## src/rtl/key_mode_ctrl.sv

```systemverilog
// Single-button press classifier: short press advances the gear, long press toggles run/stop.
// Optional build macro KEY_AUTOREPEAT_EN: while running, holding past a long press repeats gear steps.
module key_mode_ctrl #(
  parameter int TICK_DIV   = 25,
  parameter int LONG_TICKS = 200,
  parameter int MAX_GEAR   = 3
) (
  input  logic       clk,
  input  logic       CR,
  input  logic       key_lvl,
  output logic       run,
  output logic [1:0] gear,
  output logic       short_press,
  output logic       long_press
);

  localparam logic [1:0] S_IDLE  = 2'd0;
  localparam logic [1:0] S_PRESS = 2'd1;
  localparam logic [1:0] S_LONG  = 2'd2;

  localparam logic [7:0] TICK_LAST = 8'(TICK_DIV - 1);
  localparam logic [7:0] HOLD_LAST = 8'(LONG_TICKS - 1);
  localparam logic [1:0] GEAR_TOP  = 2'(MAX_GEAR);

  logic [1:0] state_q, state_d;
  logic [7:0] presc_q, presc_d;
  logic [7:0] hold_q, hold_d;
  logic       key_q;
  logic       run_q, run_d;
  logic [1:0] gear_q, gear_d;
  logic       short_q, short_d;
  logic       long_q, long_d;
  logic       press_edge;
  logic       release_edge;

  function automatic logic [1:0] gear_next(input logic [1:0] g);
    if (g == GEAR_TOP) begin
      return 2'd0;
    end else begin
      return g + 2'd1;
    end
  endfunction

  assign press_edge   = key_q & ~key_lvl;
  assign release_edge = ~key_q & key_lvl;

  // Next-state logic: hold timing, classification and mode updates
  always_comb begin
    state_d = state_q;
    presc_d = presc_q;
    hold_d  = hold_q;
    run_d   = run_q;
    gear_d  = gear_q;
    short_d = 1'b0;
    long_d  = 1'b0;
    case (state_q)
      S_IDLE: begin
        if (press_edge) begin
          state_d = S_PRESS;
          presc_d = 8'd0;
          hold_d  = 8'd0;
        end else begin
          state_d = S_IDLE;
        end
      end
      S_PRESS: begin
        // A release on the threshold edge is still a short press
        if (release_edge) begin
          short_d = 1'b1;
          gear_d  = gear_next(gear_q);
          state_d = S_IDLE;
        end else if (presc_q == TICK_LAST) begin
          presc_d = 8'd0;
          if (hold_q == HOLD_LAST) begin
            long_d  = 1'b1;
            run_d   = ~run_q;
            if (run_q) begin
              gear_d = 2'd0;
            end else begin
              gear_d = gear_q;
            end
            hold_d  = 8'd0;
            state_d = S_LONG;
          end else begin
            hold_d = hold_q + 8'd1;
          end
        end else begin
          presc_d = presc_q + 8'd1;
        end
      end
      S_LONG: begin
        if (release_edge) begin
          state_d = S_IDLE;
        end else begin
`ifdef KEY_AUTOREPEAT_EN
          if (run_q) begin
            if (presc_q == TICK_LAST) begin
              presc_d = 8'd0;
              if (hold_q == HOLD_LAST) begin
                hold_d  = 8'd0;
                short_d = 1'b1;
                gear_d  = gear_next(gear_q);
              end else begin
                hold_d = hold_q + 8'd1;
              end
            end else begin
              presc_d = presc_q + 8'd1;
            end
          end else begin
            state_d = S_LONG;
          end
`else
          state_d = S_LONG;
`endif
        end
      end
      default: begin
        state_d = S_IDLE;
        presc_d = 8'd0;
        hold_d  = 8'd0;
      end
    endcase
  end

  // State and output registers; key_q tracks the key even during reset
  always_ff @(posedge clk) begin
    key_q <= key_lvl;
    if (CR) begin
      state_q <= S_IDLE;
      presc_q <= 8'd0;
      hold_q  <= 8'd0;
      run_q   <= 1'b0;
      gear_q  <= 2'd0;
      short_q <= 1'b0;
      long_q  <= 1'b0;
    end else begin
      state_q <= state_d;
      presc_q <= presc_d;
      hold_q  <= hold_d;
      run_q   <= run_d;
      gear_q  <= gear_d;
      short_q <= short_d;
      long_q  <= long_d;
    end
  end

  assign run         = run_q;
  assign gear        = gear_q;
  assign short_press = short_q;
  assign long_press  = long_q;

endmodule

```

## config.mk

```make
export PLATFORM = sky130hd
export DESIGN_NAME = key_mode_ctrl
export DESIGN_NICKNAME = d
export VERILOG_FILES = /design/src/rtl/key_mode_ctrl.sv
export SDC_FILE = /design/constraint.sdc
export NUM_CORES = 1
export LEC_CHECK = 0
export CORE_MARGIN = 8
export CORE_UTILIZATION = 52
export CTS_BUF_LIST = sky130_fd_sc_hd__clkbuf_16
export DETAILED_ROUTE_END_ITERATION = 16
export GPL_ROUTABILITY_DRIVEN = 1
export GPL_TIMING_DRIVEN = 0
export PLACE_DENSITY = 0.76
export SYNTH_ARGS = -nofsm -noshare
export SYNTH_HDL_FRONTEND = slang
export SYNTH_SLANG_ARGS = --single-unit
```

## constraint.sdc

```tcl
create_clock -name clk -period 1.75 [get_ports clk]
set_clock_uncertainty 0.05 [all_clocks]
set_input_delay 0.2625 -clock clk [delete_from_list [all_inputs] [get_ports clk]]
set_output_delay 0.2625 -clock clk [all_outputs]
set_load 0.05 [all_outputs]
```

==> out/qor.csv <==
stage,metric,value,unit
cells_and_area,nets@finish,188,
cells_and_area,share of cells above drive strength 1,0.301,
power,power share of the combinational group,0.141,
floorplan,Die Ht,66.4,um
timing,Fin. Hold Viols,0,
global_route,largest net degree at the start of global routing,14,
clock_tree,hold_buf cts,0,
synth,Area contributors post-synth,"dfxtp_1 (36%), ha_1 (7.6%), xor2_1 (4.6%)",
synth,top-area cell type share of the netlist area,0.364,
clock_tree,CTS sink count,24,
clock_tree,Root Driver,clkbuf_16,
timing,Final period util,0.987,
power,clock power share,0.403,
critical_path,Worst path max stage delay,0.52,ns
floorplan,die width,66.4,um
placed_design,DP Wirelength,1990,um
outcome,status,"finished, final reports clean",
synth,Synth Cell Area,1320,sq um
routing,uppermost routed layer,met4,
hold_path,worst hold path stage count,2,
clock_tree,H-Tree Depth,1,
synth,sequential element share of the synthesized area,0.364,
job,number of max-cap violations,0,
synth,Yosys top cell by area,dfxtp_1,
placed_design,dpl cells,187,
routing,M1 WL,1370,um
critical_path,kind of critical path,reg2reg,
power,P_int,0.937,mW
cells_and_area,Final Core Density,0.714,
synth,Yosys cell types,42,
power,Sw Share,0.244,
critical_path,slowest CP cell,or4_1,
critical_path,Worst EP arrival,1.87,ns
timing,unrepaired setup endpoints after global routing,yes,
clock_tree,CTS buffer count,3,
placed_design,routability congestion estimate,0.816,
critical_path,CP cell instances,inv_2 -> ha_4 -> nor2b_4 -> o21ai_4 -> nand2_4 -> or4_1 -> a21oi_1,
global_route,GRT Overall Usage,0.151,
placed_design,DP Area,1430,sq um
critical_path,Crit. End Element,flop,
timing,Rel. slew slack,0.662,
timing,count of pins over their slew limit,0,
clock_tree,CTS tree,built,
global_route,vias in the first global route,1186,
routing,ANT nets after route,0,
critical_path,worst r2r src,state_q[1],
global_route,first-pass GRT wire length,5310,um
critical_path,Worst Setup SP,state_q[1],
global_route,initial antenna violation count,0,
routing,number of DRC markers in iteration 0,70,
synth,synthesis-stage register bit count,24,
power,VDD IR-drop max,0.650,mV
timing,Final min period,1.73,ns
routing,via count,1213,
cells_and_area,Non-Filler Instances,206,
timing,f_max,579,MHz
critical_path,depth of the most critical reg-to-reg path,7,
routing,residual DRC count,0,
floorplan,starting density of the core,0.542,
placed_design,Port Buffers,7,
clock_tree,clk_lat worst skew,0.26,ns
critical_path,CP startpoint kind,flop,
global_route,grt total ovfl,0,
routing,drt first pass iters,4,
routing,DRT Wirelength,3240,um
cells_and_area,n_diodes,0,
timing,WHS,0.456,ns
power,Seq pwr share,0.456,
routing,WL per Instance,15.7,um
timing,Worst Tran Pin Value,0.506,ns
clock_tree,clock tree buffer depth,2,
cells_and_area,Layout area overhead,31.7,%
synth,Post-Synthesis Cells,150,
power,P per Cell Area,714,nW/um^2
synth,syn_area_per_cell,8.79,sq um
hold_path,hold path start,presc_q[4],
power,Leak,0.693,nW
cells_and_area,final instance area,1740,sq um
clock_tree,clock slew at reported path FFs,0.06,ns
timing,Finish-stage setup viols,0,
routing,Met2 Wirelength,1690,um
critical_path,CP required,1.89,ns
synth,Syn Nets,161,
routing,DR vias/cell,5.89,
floorplan,# rows,18,
floorplan,I/O pins,8,
synth,Yosys warning total,0,
floorplan,core box area,2430,sq um
hold_path,HP Class,reg2reg,
floorplan,die area,4400,sq um
critical_path,crit-path max FO,4,
routing,met3 routed WL,131,um
power,Psw,0.303,mW
power,total power,1.24,mW
==> synthesized netlist by cell type, drive strengths merged <==
master / number
a21oi: 10
o22a: 1
or2b: 1
nor2: 14
o221a: 1
or3: 1
nor3: 4
nand2b: 2
and2: 2
nor4: 2
ha: 8
o21ai: 11
or4: 2
dfxtp: 24
nand4: 7
a311oi: 1
o31ai: 1
nand3: 6
a31oi: 2
mux2i: 1
buf: 3
xor2: 7
nand2: 9
a211oi: 2
a2111o: 1
nor2b: 5
and3: 7
inv: 8
o211ai: 1
o21a: 1
nand4b: 1
clkbuf: 2
xnor2: 1
o221ai: 1
==> critical path, delay by kind of cell (launching register included) <==
| family | cells | cell delay [ns] |
|---|---|---|
| flops | 1 | 0.33 |
| buf+inv | 1 | 0.06 |
| fa+ha+maj | 1 | 0.17 |
| compound gates | 2 | 0.31 |
| simple gates | 3 | 0.74 |
==> cell families after synthesis <==
logic type / Yosys count / share of synthesized area
AO/OA/AOI/OAI: 33 / 0.172
XOR/XNOR: 8 / 0.0531
adder cells (fa/ha/maj): 8 / 0.0759
buffers and inverters: 13 / 0.0493
flip-flops: 24 / 0.364
multiplexers: 1 / 0.00759
AND/OR/NAND/NOR: 63 / 0.278
==> layout by cell type, fill, tap and decap left out, types with 2 or more instances in the layout <==
master / Yosys / layout
dfxtp_2: 0 / 3
xor2_1: 7 / 7
nor2b_1: 4 / 4
inv_2: 0 / 2
buf_6: 2 / 3
inv_1: 8 / 6
a21oi_1: 9 / 7
buf_4: 0 / 16
nor3_1: 4 / 4
nand2_1: 7 / 7
ha_1: 8 / 4
nand2_4: 1 / 2
a31oi_1: 2 / 2
clkbuf_16: 0 / 3
dfxtp_1: 24 / 18
a21oi_2: 0 / 2
dfxtp_4: 0 / 3
clkdlybuf4s50_1: 0 / 4
nor2_1: 14 / 13
nand3_1: 6 / 6
nand4_1: 7 / 7
o21ai_1: 0 / 2
dlygate4sd2_1: 0 / 2
and2_1: 2 / 2
ha_4: 0 / 4
o21ai_0: 10 / 8
and3_1: 5 / 5
==> state kept, by name (all words and copies together) (netlist names) <==
name	flops
presc_q	8
state_q	2
key_q	1
gear	2
run	1
long_press	1
hold_q	8
short_press	1
==> final timing paths <==
check	to	slack (ns)
max	hold_q[2]	0.02
min	presc_q[4]	0.46
max reg2reg	hold_q[2]	0.02
min reg2reg	presc_q[4]	0.46
==> power by group through the flow <==
stage / clock network [mW] / logic (mW) / registers, mW
after floorplan: 0 / 0.0908 / 0.580
after global placement: 0 / 0.119 / 0.579
after detailed placement: 0 / 0.125 / 0.580
after CTS: 0.502 / 0.164 / 0.566
after global routing: 0.537 / 0.192 / 0.566
final: 0.500 / 0.175 / 0.565
==> metrics by stage <==
stage	TNS, ns	setup WS (ns)
after floorplan	0	0.00116
after global placement	-2.30	-0.334
after detailed placement	-3.03	-0.372
after CTS	-0.00759	-0.00759
after global routing	-0.0443	-0.0156
final	0	0.0223
==> routing by layer <==
layer | vias up | track usage
li1 | 591 | -
met1 | 596 | 0.178
met2 | 22 | 0.256
met3 | 4 | 0.0339
met4 | 0 | 0.0587
met5 | - | 0
==> repair_timing <==
item | CTS | global route
setup buffers | 17 | 1
pin swaps | 14 | 7
gates resized for setup | 19 | 17
setup endpoints to repair | 21 | 14
==> final cells by class <==
| cell class | instances | area, sq um |
|---|---|---|
| Timing Repair Buffer | 25 | 213 |
| Tap cell | 30 | 37.5 |
| Multi-Input combinational cell | 113 | 866 |
| Clock buffer | 3 | 75.1 |
| Fill cell | 170 | 696 |
| Clock inverter | 1 | 3.75 |
| Sequential cell | 24 | 495 |
| Buffer | 2 | 16.3 |
| Inverter | 8 | 30.0 |
No activity file was read; power rests on OpenSTA's default activity.
